[src/rtl/obp_program_loader.sv]
// Host-to-processor program loader: clears the one-bit NAND processor, shifts instruction words in LSB first, runs, then halts.
// Defining OBP_LOADER_CHECKSUM_EN adds a 16-bit running sum of accepted words on the checksum port.
module obp_program_loader #(
    parameter int INSTR_LEN = 13,
    parameter int MAX_WORDS = 1000,
    parameter int CNT_W     = 10,
    parameter int RUN_W     = 16
) (
    input  logic                 clk,
    input  logic                 reset,
    input  logic                 cmd_start,
    input  logic                 cmd_abort,
    input  logic [RUN_W-1:0]     run_cycles,
    input  logic [INSTR_LEN-1:0] word_data,
    input  logic                 word_last,
    input  logic                 word_valid,
    output logic                 word_ready,
    input  logic [1:0]           run_in,
    output logic                 proc_reset,
    output logic                 proc_en,
    output logic [1:0]           proc_in,
    output logic                 busy,
    output logic                 done,
    output logic                 err,
    output logic [CNT_W-1:0]     words_loaded
`ifdef OBP_LOADER_CHECKSUM_EN
    ,
    output logic [15:0]          checksum
`endif
);

    localparam int BIT_W = (INSTR_LEN > 1) ? $clog2(INSTR_LEN) : 1;
    localparam logic [BIT_W-1:0] LAST_BIT = BIT_W'(INSTR_LEN - 1);
    localparam logic [CNT_W-1:0] MAX_CNT  = CNT_W'(MAX_WORDS);

    typedef enum logic [2:0] {
        ST_IDLE  = 3'd0,
        ST_CLEAR = 3'd1,
        ST_FETCH = 3'd2,
        ST_SHIFT = 3'd3,
        ST_GAP   = 3'd4,
        ST_RUN   = 3'd5,
        ST_HALT  = 3'd6
    } state_t;

    state_t               state_r, state_s;
    logic [INSTR_LEN-1:0] sr_r, sr_s;
    logic [BIT_W-1:0]     bit_r, bit_s;
    logic                 last_r, last_s;
    logic [CNT_W-1:0]     words_s;
    logic [RUN_W-1:0]     run_len_r, run_len_s;
    logic [RUN_W-1:0]     run_cnt_r, run_cnt_s;
    logic                 err_s;
    logic                 ready_s;
    logic [1:0]           proc_in_s;
    logic                 hs_s;

    assign hs_s = word_valid && word_ready;

    // Next-state, datapath and next-output decode; abort has priority over every other event.
    always_comb begin
        state_s   = state_r;
        sr_s      = sr_r;
        bit_s     = bit_r;
        last_s    = last_r;
        words_s   = words_loaded;
        run_len_s = run_len_r;
        run_cnt_s = run_cnt_r;
        err_s     = err;
        case (state_r)
            ST_IDLE, ST_HALT: begin
                if (cmd_start) begin
                    state_s   = ST_CLEAR;
                    run_len_s = run_cycles;
                    err_s     = 1'b0;
                    words_s   = '0;
                end else begin
                    state_s = state_r;
                end
            end
            ST_CLEAR: begin
                if (cmd_abort) begin
                    state_s = ST_HALT;
                    err_s   = 1'b1;
                end else begin
                    state_s = ST_FETCH;
                end
            end
            ST_FETCH: begin
                if (cmd_abort) begin
                    state_s = ST_HALT;
                    err_s   = 1'b1;
                end else if (hs_s) begin
                    state_s = ST_SHIFT;
                    sr_s    = word_data;
                    last_s  = word_last;
                    bit_s   = '0;
                end else begin
                    state_s = state_r;
                end
            end
            ST_SHIFT: begin
                if (cmd_abort) begin
                    state_s = ST_HALT;
                    err_s   = 1'b1;
                end else if (bit_r == LAST_BIT) begin
                    words_s = words_loaded + CNT_W'(1);
                    if (last_r) begin
                        state_s = ST_GAP;
                    end else if (words_s == MAX_CNT) begin
                        state_s = ST_HALT;
                        err_s   = 1'b1;
                    end else if (hs_s) begin
                        // Back-to-back reload keeps en high: an en edge would restart the processor's load counters.
                        sr_s   = word_data;
                        last_s = word_last;
                        bit_s  = '0;
                    end else begin
                        state_s = ST_HALT;
                        err_s   = 1'b1;
                    end
                end else begin
                    sr_s  = {1'b0, sr_r[INSTR_LEN-1:1]};
                    bit_s = bit_r + BIT_W'(1);
                end
            end
            ST_GAP: begin
                if (cmd_abort) begin
                    state_s = ST_HALT;
                end else begin
                    state_s   = ST_RUN;
                    run_cnt_s = run_len_r;
                end
            end
            ST_RUN: begin
                if (cmd_abort) begin
                    state_s = ST_HALT;
                end else if (run_len_r == '0) begin
                    state_s = ST_RUN;
                end else if (run_cnt_r <= RUN_W'(1)) begin
                    state_s = ST_HALT;
                end else begin
                    run_cnt_s = run_cnt_r - RUN_W'(1);
                end
            end
            default: state_s = ST_IDLE;
        endcase

        // Ready is withheld on the word that fills the memory so no handshake is ever dropped.
        ready_s = (state_s == ST_FETCH) ||
                  ((state_s == ST_SHIFT) && (bit_s == LAST_BIT) && !last_s &&
                   ((words_s + CNT_W'(1)) != MAX_CNT));

        case (state_s)
            ST_SHIFT:       proc_in_s = {1'b0, sr_s[0]};
            ST_GAP, ST_RUN: proc_in_s = run_in;
            default:        proc_in_s = 2'b00;
        endcase
    end

    // State, datapath and registered outputs.
    always_ff @(posedge clk) begin
        if (reset) begin
            state_r      <= ST_IDLE;
            sr_r         <= '0;
            bit_r        <= '0;
            last_r       <= 1'b0;
            run_len_r    <= '0;
            run_cnt_r    <= '0;
            word_ready   <= 1'b0;
            proc_reset   <= 1'b0;
            proc_en      <= 1'b0;
            proc_in      <= 2'b00;
            busy         <= 1'b0;
            done         <= 1'b0;
            err          <= 1'b0;
            words_loaded <= '0;
        end else begin
            state_r      <= state_s;
            sr_r         <= sr_s;
            bit_r        <= bit_s;
            last_r       <= last_s;
            run_len_r    <= run_len_s;
            run_cnt_r    <= run_cnt_s;
            word_ready   <= ready_s;
            proc_reset   <= (state_s == ST_CLEAR);
            proc_en      <= (state_s == ST_SHIFT) || (state_s == ST_HALT);
            proc_in      <= proc_in_s;
            busy         <= (state_s != ST_IDLE);
            done         <= (state_s == ST_HALT);
            err          <= err_s;
            words_loaded <= words_s;
        end
    end

`ifdef OBP_LOADER_CHECKSUM_EN
    // Running sum of accepted words; a same-cycle abort cancels the handshake so it is not summed.
    always_ff @(posedge clk) begin
        if (reset) begin
            checksum <= 16'h0000;
        end else if (cmd_start && ((state_r == ST_IDLE) || (state_r == ST_HALT))) begin
            checksum <= 16'h0000;
        end else if (hs_s && !cmd_abort) begin
            checksum <= checksum + 16'(word_data);
        end else begin
            checksum <= checksum;
        end
    end
`endif

endmodule

[config.mk]
export PLATFORM = sky130hd
export DESIGN_NAME = obp_program_loader
export DESIGN_NICKNAME = d
export VERILOG_FILES = /design/src/rtl/obp_program_loader.sv
export SDC_FILE = /design/constraint.sdc
export NUM_CORES = 1
export LEC_CHECK = 0
export ABC_AREA = 0
export CAP_MARGIN = 5
export CORE_UTILIZATION = 45
export DETAILED_ROUTE_END_ITERATION = 6
export GPL_TIMING_DRIVEN = 0
export PLACE_DENSITY = 0.68
export SLEW_MARGIN = 25
export SYNTH_ARGS = -nofsm -noshare
export SYNTH_HDL_FRONTEND = slang
export SYNTH_SLANG_ARGS = --single-unit
[constraint.sdc]
create_clock -name clk -period 3.4 [get_ports clk]
set_input_delay 0.68 -clock clk [delete_from_list [all_inputs] [get_ports clk]]
set_output_delay 0.68 -clock clk [all_outputs]
set_load 0.1 [all_outputs]
==> results of run 1 <==
[cell families (layout without fill, tap and decap cells)]
logic type	Yosys count	in the layout	share of synthesized area
adder cells (fa/ha/maj)	5	5	0.0155
multiplexers	13	13	0.0322
XOR/XNOR	3	3	0.00649
buffers and inverters	51	121	0.0538
AND/OR/NAND/NOR	213	213	0.255
flip-flops	71	71	0.351
AO/OA/AOI/OAI	170	170	0.285
[how the worst min path moves through the flow]
stage	to	slack [ns]
2_1_floorplan	run_len_r[13]	0.45
3_3_place_gp	run_len_r[7]	0.46
3_5_place_dp	run_cnt_r[7]	0.47
4_1_cts	run_cnt_r[7]	0.49
5_1_grt	run_len_r[3]	0.51
6_report	run_len_r[10]	0.49
[where the power goes]
group | switching [uW] | leakage [uW] | internal [uW]
Combinational | 752 | 0.000948 | 349
Clock | 345 | 0.0000989 | 361
Sequential | 83.3 | 0.000576 | 931
Total | 1180 | 0.00162 | 1640
[Yosys cell counts, types with 4 or more instances]
cell,instances
nor2_1,45
nand4b_1,4
and3_1,6
nand2_1,82
a221oi_1,4
clkbuf_1,32
dfxtp_1,71
inv_1,10
nand3_1,9
a31oi_1,5
a21oi_1,43
a222oi_1,11
ha_1,5
o31ai_1,15
a211oi_1,12
nor3_1,13
nor2b_1,9
a22oi_1,7
buf_2,5
mux2i_1,13
o22ai_1,6
o21ai_0,35
nand4_1,6
nor4_1,10
[per-stage QoR]
| step | hold slack [ns] | TNS, ns | utilization | worst slack [ns] | cell area [um2] |
|---|---|---|---|---|---|
| floorplan | 0.446 | 0 | - | 0.372 | 4050 |
| global placement | 0.464 | -0.195 | 0.541 | -0.195 | 4720 |
| detailed placement | 0.473 | -0.155 | 0.541 | -0.155 | 4720 |
| CTS | 0.487 | 0 | 0.565 | 0.208 | 4930 |
| global route | 0.511 | 0 | 0.565 | 0.00884 | 4930 |
| finish | 0.489 | 0 | 0.565 | 0.125 | 4930 |
[layout make-up]
type                       count  area (um2)
timing repair buffer          54         541
clock inverter                 6        67.6
clock buffer                  10         138
tap                          108         135
buffer                        41         180
inverter                      10        37.5
multi-input combinational    404        2410
fill                         841        3790
sequential                    71        1420
[worst max-delay path: cells and delay by family]
family	cells	cell delay, ns
AOI/OAI and AO/OA	3	0.85
buffers and inverters	2	0.78
and+or+nand+nor	4	1.17
[cells in the final DEF (no fill, tap or decap), types with 4 or more instances in the layout]
cell type / Yosys / final
and3_1: 6 / 6
nor2_1: 45 / 45
dfxtp_1: 71 / 71
nor4_1: 10 / 10
clkdlybuf4s50_1: 0 / 54
a221oi_1: 4 / 4
nor2b_1: 9 / 9
o21ai_0: 35 / 35
nand4_1: 6 / 6
a211oi_1: 12 / 12
clkbuf_1: 32 / 32
nand3_1: 9 / 9
a22oi_1: 7 / 7
buf_2: 5 / 5
o31ai_1: 15 / 15
a222oi_1: 11 / 11
inv_1: 10 / 10
mux2i_1: 13 / 13
nand4b_1: 4 / 4
a21oi_1: 43 / 43
nand2_1: 82 / 82
nor3_1: 13 / 13
ha_1: 5 / 5
a31oi_1: 5 / 5
o22ai_1: 6 / 6
clkbuf_8: 0 / 10
[sequential cells by signal, indices dropped and copies added, names as in the netlist, 2 cells and up]
register	count
run_cnt_r	16
proc_in	2
state_r	3
run_len_r	16
bit_r	4
words_loaded	10
sr_r	13
[per-layer routing]
metal,GRT usage,share of wire,routed length [um]
met5,0,0,0
met4,0.123,0.029,357
met3,0.0484,0.064,784
met2,0.419,0.47,5760
met1,0.328,0.43,5260
==> results.md, run 1 <==
- Critical Path Fanout Max: 9
- Worst Hold Launch: run_len_r[10]
- Maxcap violations: 0
- Post-cts resize count: 0
- Cell depth of the worst hold path: 2
- Slowest cell on crit path: clkdlybuf4s50_1
- Ant diodes: 0
- Final-report hold violation count: 0
- Top cells by area, synth: dfxtp_1 (35%), nand2_1 (7.6%), a21oi_1 (5.3%), o21ai_0 (4.3%), nor2_1 (4.2%)
- Mapped cell area: 4050 um2
- Count of state elements after synthesis: 71
- Pin count of the biggest net entering global routing: 14
- Starting Density: 0.464
- Routed len/inst: 17.3 um
- All-Layer GR Usage: 0.258
- Power Density: 572 nW/um2
- Max-slew violation count: 0
- CTS root buf: clkbuf_8
- Fin nets: 633
- Pleak: 0.00162 uW
- Final WL: 12,200 um
- Post-synth ARST share: 0
- Hold Buf Count CTS: 0
- Period utilisation layout: 0.963
- Sequential area share after synthesis: 0.351
- GR Overflow Total: 0
- Number of synthesized flops with an enable pin: 0
- Outcome: finished, final reports clean
- # setup viols final: 0
- Placed insts: 688
- Min Tclk post-route: 3.27 ns
- Antenna violations before repair: 0
- RSZ-0062 raised after global routing: no
- Skew-Pair Late Insertion Delay: 0.36 ns
- Crit end category: register
- Fmax: 305 MHz
- DPL Wire Length: 8610 um
- Startpoint type of the worst setup path: input port
- R2R Setup Slk: 0.39 ns
- Post-synth top area share: 0.351
- TritonRoute pass-1 iters: 6
- Full die area: 9380 um2
- Post-synth top area cell: dfxtp_1
- Drc violations: 0
- VDD IR max: 0.264 mV
- Clk buf depth: 2
- Crit path to: word_ready
- Distinct cells, synth: 62
- CTS tree: done
- Post-Syn Nets: 568
- Core area: 8720 um2
- Antenna Nets Post-Route: 0
- Via count: 4,331
- Num CTS Buffers: 9
- Core Rows: 34
- Clock Skews: 0.0160 ns
- Final cell count without fillers: 704
- Rel. slew slack: 0.350
- Initial DRC count: 480
- Avg Inst Size Synth: 7.69 um2
- Worst R2R End: word_ready
- CTS sink count: 71
- First-pass GRT wire length: 19,600 um
- Worst-Margin Slew: 0.972 ns
- Gpl congestion: 0.941
- Num ports: 55
- Setup Buffers After CTS: 0
- Setup CP Type: in2reg
- Share of cells above drive strength 1: 0.0537
- Die X: 96.8 um
- H-tree lvl count: 3
- Critical path arrival: 3.49 ns
- Worst R2R Path Depth: 10
- Number of global-route vias before repair: 4,024
- Pwr Total: 2820 uW
- Worst Hold Class: reg2reg
- Critical Path, Cell by Cell: clkdlybuf4s50_1, and4b_1, buf_2, nand2_1, or4_1, a221oi_1, o2111ai_1, a41oi_1, nor3_1
- Post-synthesis instance total: 526
- Yosys warns: 0
- Die height: 96.8 um
- Critical Path Source: cmd_abort
- Clk slew on worst S/H paths: 0.08 ns
- P&R area growth vs syn: 21.8%
- Primary FF master, synth: dfxtp_1
- RR Startpoint: bit_r[0]
- WP data required: 3.61 ns
- Vias per cell: 6.15
- CP max stage delay: 0.58 ns
- Port bufs: 54
(Power assumes the default switching activity.)
==> run 2: changes to the inputs <==
- DONT_BUFFER_PORTS: not set -> 1
- PLACE_DENSITY: 0.68 -> not set
==> run 2 against run 1 <==
First-iteration DRC count fell by 40%. Sequential power rose by 21%. Core utilization fell by 6.3 points. Cell area fell by 11%. Register-to-register slack got worse by 0.14 ns. Count of clock-buffer cells in the layout did not move. Non-clock buffer count fell by 54. Wire length fell by 0.86%. Final cell count fell by 7.7%. Largest cell class unchanged.
==> results.md, run 2 (same netlist as run 1, synthesis figures left out) <==
- Fin nets: 579
- Starting Density: 0.464
- Skew-Pair Late Insertion Delay: 0.35 ns
- CTS sink count: 71
- GR Overflow Total: 0
- Pin count of the biggest net entering global routing: 13
- Critical path arrival: 3.39 ns
- Num ports: 55
- Startpoint type of the worst setup path: register
- R2R Setup Slk: 0.25 ns
- TritonRoute pass-1 iters: 6
- Final-report hold violation count: 0
- Port bufs: 0
- Die X: 96.8 um
- Clock Skews: 0.0131 ns
- Drc violations: 0
- Setup Buffers After CTS: 0
- RSZ-0062 raised after global routing: no
- Largest regs: run_cnt_r: 16 flops, run_len_r: 16 flops, sr_r: 13 flops
- First-pass GRT wire length: 19,700 um
- Min Tclk post-route: 3.15 ns
- Fmax: 318 MHz
- Slowest cell on crit path: dfxtp_2
- WP data required: 3.64 ns
- Clk buf depth: 2
- Period utilisation layout: 0.926
- Routed len/inst: 18.5 um
- Pleak: 0.00142 uW
- Max-slew violation count: 0
- CTS tree: done
- Hold_ws: 0.456 ns
- Outcome: finished, final reports clean
- Ant diodes: 0
- # setup viols final: 0
- Most frequent cells in the layout: nand2_1 (82), dfxtp_1 (63), nor2_1 (45)
- Vias per cell: 6.33
- Final WL: 12,100 um
- Worst-Margin Slew: 1.06 ns
- Crit end category: register
- P&R area growth vs syn: 8.26%
- Rel. slew slack: 0.289
- Maxcap violations: 0
- Most common cell after layout, fill and taps aside: nand2_1
- Setup CP Type: reg2reg
- Clk slew on worst S/H paths: 0.08 ns
- Worst Hold Class: in2reg
- Share of cells above drive strength 1: 0.0720
- Core Rows: 34
- DPL Wire Length: 8680 um
- Critical Path Fanout Max: 9
- Num CTS Buffers: 9
- Critical Path, Cell by Cell: clkbuf_1, nand2_1, o22a_4, a2111oi_4, o31ai_1, a21oi_1, nor2_1, a32o_1
- CTS root buf: clkbuf_8
- VDD IR max: 0.423 mV
- CP max stage delay: 0.66 ns
- All-Layer GR Usage: 0.259
- Via count: 4,113
- Core area: 8720 um2
- Power Density: 613 nW/um2
- Number of global-route vias before repair: 3,930
- Pwr Total: 2680 uW
- Full die area: 9380 um2
- Gpl congestion: 0.881
- Die height: 96.8 um
- Antenna violations before repair: 0
- H-tree lvl count: 3
- Antenna Nets Post-Route: 0
- Initial DRC count: 288
-- run 2: changes by cell type in the layout (fill, tap and decap cells not counted) --
cell and change:
clkinvlp_4 -1, dfxtp_2 +8, inv_6 -1, clkinv_2 +2, clkbuf_1 +1, clkbuf_8 -1, clkdlybuf4s50_1 -54, dfxtp_1 -8
-- run 2: worst paths after layout --
path                        start            to  depth (start not counted)
setup / recovery  words_loaded[5]    proc_in[0]                          8
hold / removal      run_cycles[1]  run_len_r[1]                          2
setup reg to reg  words_loaded[5]    proc_in[0]                          8
hold reg to reg      run_len_r[4]  run_len_r[4]                          2
-- run 2: metrics by stage --
step	setup TNS (ns)	area (um2)	cells	util	worst slack (ns)
2_1_floorplan	0	4050	526	-	0.372
3_3_place_gp	-0.603	4180	634	0.479	-0.0962
3_5_place_dp	-0.00564	4190	634	0.480	-0.00564
4_1_cts	0	4380	650	0.502	0.0236
5_1_grt	0	4380	650	0.502	0.00989
6_report	0	4380	650	0.502	0.251
-- run 2: cell type report --
cell class	instances	area [um2]
Inverter	10	37.5
Tap cell	108	135
Buffer	41	180
Sequential cell	71	1430
Fill cell	893	4340
Clock buffer	10	128
Multi-Input combinational cell	404	2410
Clock inverter	6	61.3
-- run 2: report_power, final --
part           internal (uW)  switching (uW)  leakage (uW)
logic                    270             534      0.000745
clock network            337             326     0.0000960
registers                930             288      0.000580
total                   1540            1150       0.00142
-- run 2: timing repair --
| action | CTS | global route |
|---|---|---|
| gates resized for setup | 1 | 2 |
| hold buffers | 0 | 0 |
| hold endpoints to repair | 0 | 0 |
| setup endpoints to repair | 9 | 16 |
-- run 2: metal layers --
metal	GRT usage	wire, um	vias up
met3	0.0527	635	20
met2	0.443	5860	116
met5	0	0	-
met4	0.0804	183	0
met1	0.327	5370	1999
li1	-	-	1978
-- run 2: worst max-delay path, delay by kind of cell, from the launching register on --
kind | cells | cell delay [ns]
compound gates | 5 | 1.78
buf+inv | 1 | 0.32
flops | 1 | 0.66
simple gates | 2 | 0.27
==> run 3: changes to the inputs <==
- clock period: 3.4 -> 3.77 ns (I/O delays scaled with it)
==> run 3 against run 2 <==
Cell area about the same. Count of clock-buffer cells in the layout unchanged. Critical endpoint is now sr_r[6]. Sequential power down 9.8%. Power down 9.8%. Wire length down 0.17%. Global-route usage unchanged. The run now ends with design-rule violations left. Final cell count unchanged. Register-to-register slack better by 0.06 ns. Largest cell class unchanged. Clock power down 9.5%.
==> results.md, run 3 (same netlist as run 1, synthesis figures left out) <==
- Via count: 4,107
- Ant diodes: 0
- Drc violations: 1
- Rel. slew slack: 0.282
- # setup viols final: 0
- Core Rows: 34
- VDD IR max: 0.382 mV
- Gpl congestion: 0.881
- RSZ-0062 raised after global routing: no
- Seq. cell area: 1430 um2
- Post-cts resize count: 0
- Num CTS Buffers: 9
- Pin count of the biggest net entering global routing: 13
- Switch share: 0.428
- Int Power: 1390 uW
- Core area: 8720 um2
- Setup TNS: 0 ns
- Critical path arrival: 3.68 ns
- All-Layer GR Usage: 0.259
- Antenna Nets Post-Route: 0
- Combinational Power Share: 0.299
- Final-report hold violation count: 0
- Fin nets: 579
- CTS root buf: clkbuf_8
- Starting Density: 0.464
- Fillers: 894
- Clock network power share: 0.247
- Most frequent cells in the layout: nand2_1 (82), dfxtp_1 (66), nor2_1 (45)
- Initial DRC count: 302
- Final WL: 12,000 um
- Critical Path Fanout Max: 10
- Full die area: 9380 um2
- Worst Hold Class: reg2reg
- Max-slew violation count: 0
- Multi-input gate area: 2410 um2
- Vias per cell: 6.32
- GR Overflow Total: 0
- CTS sink count: 71
- Antenna violations before repair: 0
- Clk buf depth: 2
- Pleak: 0.00142 uW
- Port bufs: 0
- Largest regs: run_cnt_r: 16 flops, run_len_r: 16 flops, sr_r: 13 flops
- Die height: 96.8 um
- Failing checks: design-rule violations
- Setup Buffers After CTS: 0
- Number of global-route vias before repair: 3,930
- Die X: 96.8 um
- Crit end category: register
- DPL Wire Length: 8680 um
- H-tree lvl count: 3
- Num ports: 55
- Outcome: complete, but fails checks
- Skew-Pair Late Insertion Delay: 0.35 ns
- P&R area growth vs syn: 8.16%
- Routed len/inst: 18.5 um
- Period utilisation layout: 0.916
- Pwr Total: 2420 uW
- CTS tree: done
- First-pass GRT wire length: 19,700 um
- Clk slew on worst S/H paths: 0.08 ns
- TritonRoute pass-1 iters: 7
- Min Tclk post-route: 3.45 ns
- Startpoint type of the worst setup path: register
- Worst-Margin Slew: 1.08 ns
- Most common cell after layout, fill and taps aside: nand2_1
- Setup CP Type: reg2reg
- Seq pwr share: 0.454
- Hold Buf Count CTS: 0
- WP data required: 3.99 ns
- P_sw: 1040 uW
- Clock Skews: 0.0149 ns
- Maxcap violations: 0
- Fmax: 289 MHz
- Power Density: 553 nW/um2
- Share of cells above drive strength 1: 0.0664
[run 3: cell counts in the layout (fill, tap and decap cells not counted)]
Identical to the previous run, type by type.
[run 3: worst paths after layout]
| path | from | endpoint | slack, ns | cells after the start |
|---|---|---|---|---|
| setup / recovery | words_loaded[5] | sr_r[6] | 0.32 | 10 |
| hold / removal | run_len_r[4] | run_len_r[4] | 0.48 | 2 |
| hold reg to reg | run_len_r[4] | run_len_r[4] | 0.48 | 2 |
| setup reg to reg | words_loaded[5] | sr_r[6] | 0.32 | 10 |
[run 3: worst max-delay path: stages, from the launching register on]
cell and delay [ns]:
dfxtp_1 0.96, clkbuf_1 0.34, nand2_1 0.15, o22a_4 0.27, a2111oi_4 0.63, or2_1 0.18, clkbuf_2 0.18, buf_4 0.21
o31ai_1 0.09, a222oi_1 0.26, nor2_1 0.06
[run 3: final cells by class]
type | count | share of cell area
Sequential cell | 71 | 0.326
Inverter | 10 | 0.00858
Buffer | 41 | 0.0412
Multi-Input combinational cell | 404 | 0.550
Clock buffer | 10 | 0.0292
Tap cell | 108 | 0.0309
Clock inverter | 6 | 0.0140
[run 3: through the flow]
step           instance area, um2  cells   util  hold slack (ns)  worst slack (ns)
2_1_floorplan                4050    526      -            0.446             0.742
3_3_place_gp                 4180    634  0.479            0.468             0.274
3_5_place_dp                 4190    634  0.480            0.467             0.364
4_1_cts                      4380    650  0.502            0.479             0.344
5_1_grt                      4380    650  0.502            0.504            0.0669
6_report                     4380    650  0.502            0.479             0.315
[run 3: power by group through the flow]
stage | clock [uW] | sequential, uW | combinational (uW)
after CTS | 613 | 1100 | 715
after detailed placement | 0 | 1120 | 711
after global placement | 0 | 1120 | 699
after floorplan | 0 | 1080 | 541
after global routing | 645 | 1110 | 815
final | 599 | 1100 | 724
[run 3: per-layer routing]
layer | global-route usage | vias up | wire length, um
met4 | 0.0804 | 0 | 239
met2 | 0.443 | 122 | 5790
met5 | 0 | - | 0
met3 | 0.0527 | 24 | 655
met1 | 0.327 | 1985 | 5350
li1 | - | 1976 | -
==> patch, RTL diff (settings of run 1) <==
Re-encode `state_t` (7 states) as Gray code, 3 bits wide.
--- a/src/rtl/obp_program_loader.sv
+++ b/src/rtl/obp_program_loader.sv
@@ -34,13 +34,13 @@
     localparam logic [CNT_W-1:0] MAX_CNT  = CNT_W'(MAX_WORDS);
 
     typedef enum logic [2:0] {
-        ST_IDLE  = 3'd0,
-        ST_CLEAR = 3'd1,
-        ST_FETCH = 3'd2,
-        ST_SHIFT = 3'd3,
-        ST_GAP   = 3'd4,
-        ST_RUN   = 3'd5,
-        ST_HALT  = 3'd6
+        ST_IDLE  = 3'b000,
+        ST_CLEAR = 3'b001,
+        ST_FETCH = 3'b011,
+        ST_SHIFT = 3'b010,
+        ST_GAP   = 3'b110,
+        ST_RUN   = 3'b111,
+        ST_HALT  = 3'b101
     } state_t;
 
     state_t               state_r, state_s;
Behaviour: no difference found for any inputs over 10 cycles, from zero or initial values and one cycle with reset high; not proved beyond that.
==> patch against run 1 <==
  * First-iteration DRC count is 25% lower
  * Worst setup slack gained 0.26 ns
  * Hold slack gained 0.0056 ns
  * Synthesized cell count decreased by 1.5%
  * Area after synthesis is 0.25% higher
  * Sequential cell count unchanged
  * Routed wire length is 6.9% lower
  * Design area grew 0.74%
  * Largest cell class unchanged
  * Highest routed layer unchanged
Power is not compared: it rests on default switching activity, and its combinational part moved more than twofold at a synthesized area within 25%.
==> patch: results (changes against run 1) <==
Total number of nets in the final design: 625 (-1.3%). The count of clock-net buffers in the final layout is 11 (+1), and the number of optimization iterations in the first detailed-route pass is 5 (-1). Share of the core filled with cells in the final layout: 0.569 (+0.00416). Net count after synthesis: 560 (-1.4%). The non-clock buffer area fraction after layout is 0.149 (+0.00246), and the ratio of cells with drive above 1 in the final layout is 0.0867 (+0.0330). The post-placement cell area came out at 4730 µm² (+0.21%). The all-layer global routing usage was 0.247 (-0.0111).

Sorting the synthesized cells by area gives the leading types as dfxtp_1 (35%), nor2_1 (7.7%), nand2_1 (5.4%). The maximum single-stage delay on the critical path is 0.51 ns (-0.07 ns), and the first-iteration detailed-routing DRC count is 358 (-25%). The transition at the pin with the smallest max-transition slack was 0.976 ns (+0.00401 ns); the sequential area share after synthesis was 0.350 (-0.000867). Final critical-path setup slack: 0.381 ns (+0.256 ns). For the register-to-register path setup slack, the log shows 0.61 ns (+0.22 ns).

After layout, the design draws a total of 1.92 mW. The overall via count from detail_route is 4,193 (-3.2%), and the average via count per standard cell is 6.02 (-2.1%). The flow ran to the end, and the final reports show no timing, DRC or antenna violations. The run gives 4960 µm² (+0.74%) as the post-route cell area. The pin count of the biggest net entering global routing was 13 (-1).

Routed wire length: 11.3 mm (-6.9%). The run gives 680 (-1.2%) as the count of placed standard cells including taps. Worst slack at placement: -0.0275 ns (+0.127 ns). The count of non-CTS buffers in the layout is 85 (-11%). The final worst hold slack is 0.494 ns (+0.00556 ns), and the clock-cell share of area is 0.0449 (+0.00322). The tools report the multi-input gate area in the final layout as 2410 µm² (about the same). The wire length of the first global-routing pass came out at 19.1 mm (-2.8%).
## patch: cell count changes in the layout (fill, tap and decap cells not counted), moves of 9 or more
cell      delta
o31ai_1     -12
nand2_1     -24
nand3_1      +9
nor2_1      +38
clkbuf_1    -13
## patch: cell families after synthesis
group	share of synthesized area
and+or+nand+nor	0.276
adders and majority gates	0.0154
buffers and inverters	0.0580
muxes	0.0546
AOI/OAI and AO/OA	0.246
DFF	0.350
## patch: path summary, 6_finish.rpt
path | startpoint | to | cells after the start
setup / recovery | cmd_abort | word_ready | 9
hold / removal | err | err | 2
setup reg to reg | bit_r[0] | word_ready | 10
hold reg to reg | err | err | 2
## patch: per-layer routing
layer	up-vias	wire length (µm)	GRT usage
li1	2026	-	-
met1	1982	4870	0.306
met4	0	272	0.0884
met5	-	0	0
met3	25	672	0.0527
met2	160	5510	0.420
## patch: worst min-delay path, stage by stage, from the launching register on
cell	delay (ns)
dfxtp_1	0.34
inv_1	0.06
a211oi_1	0.05
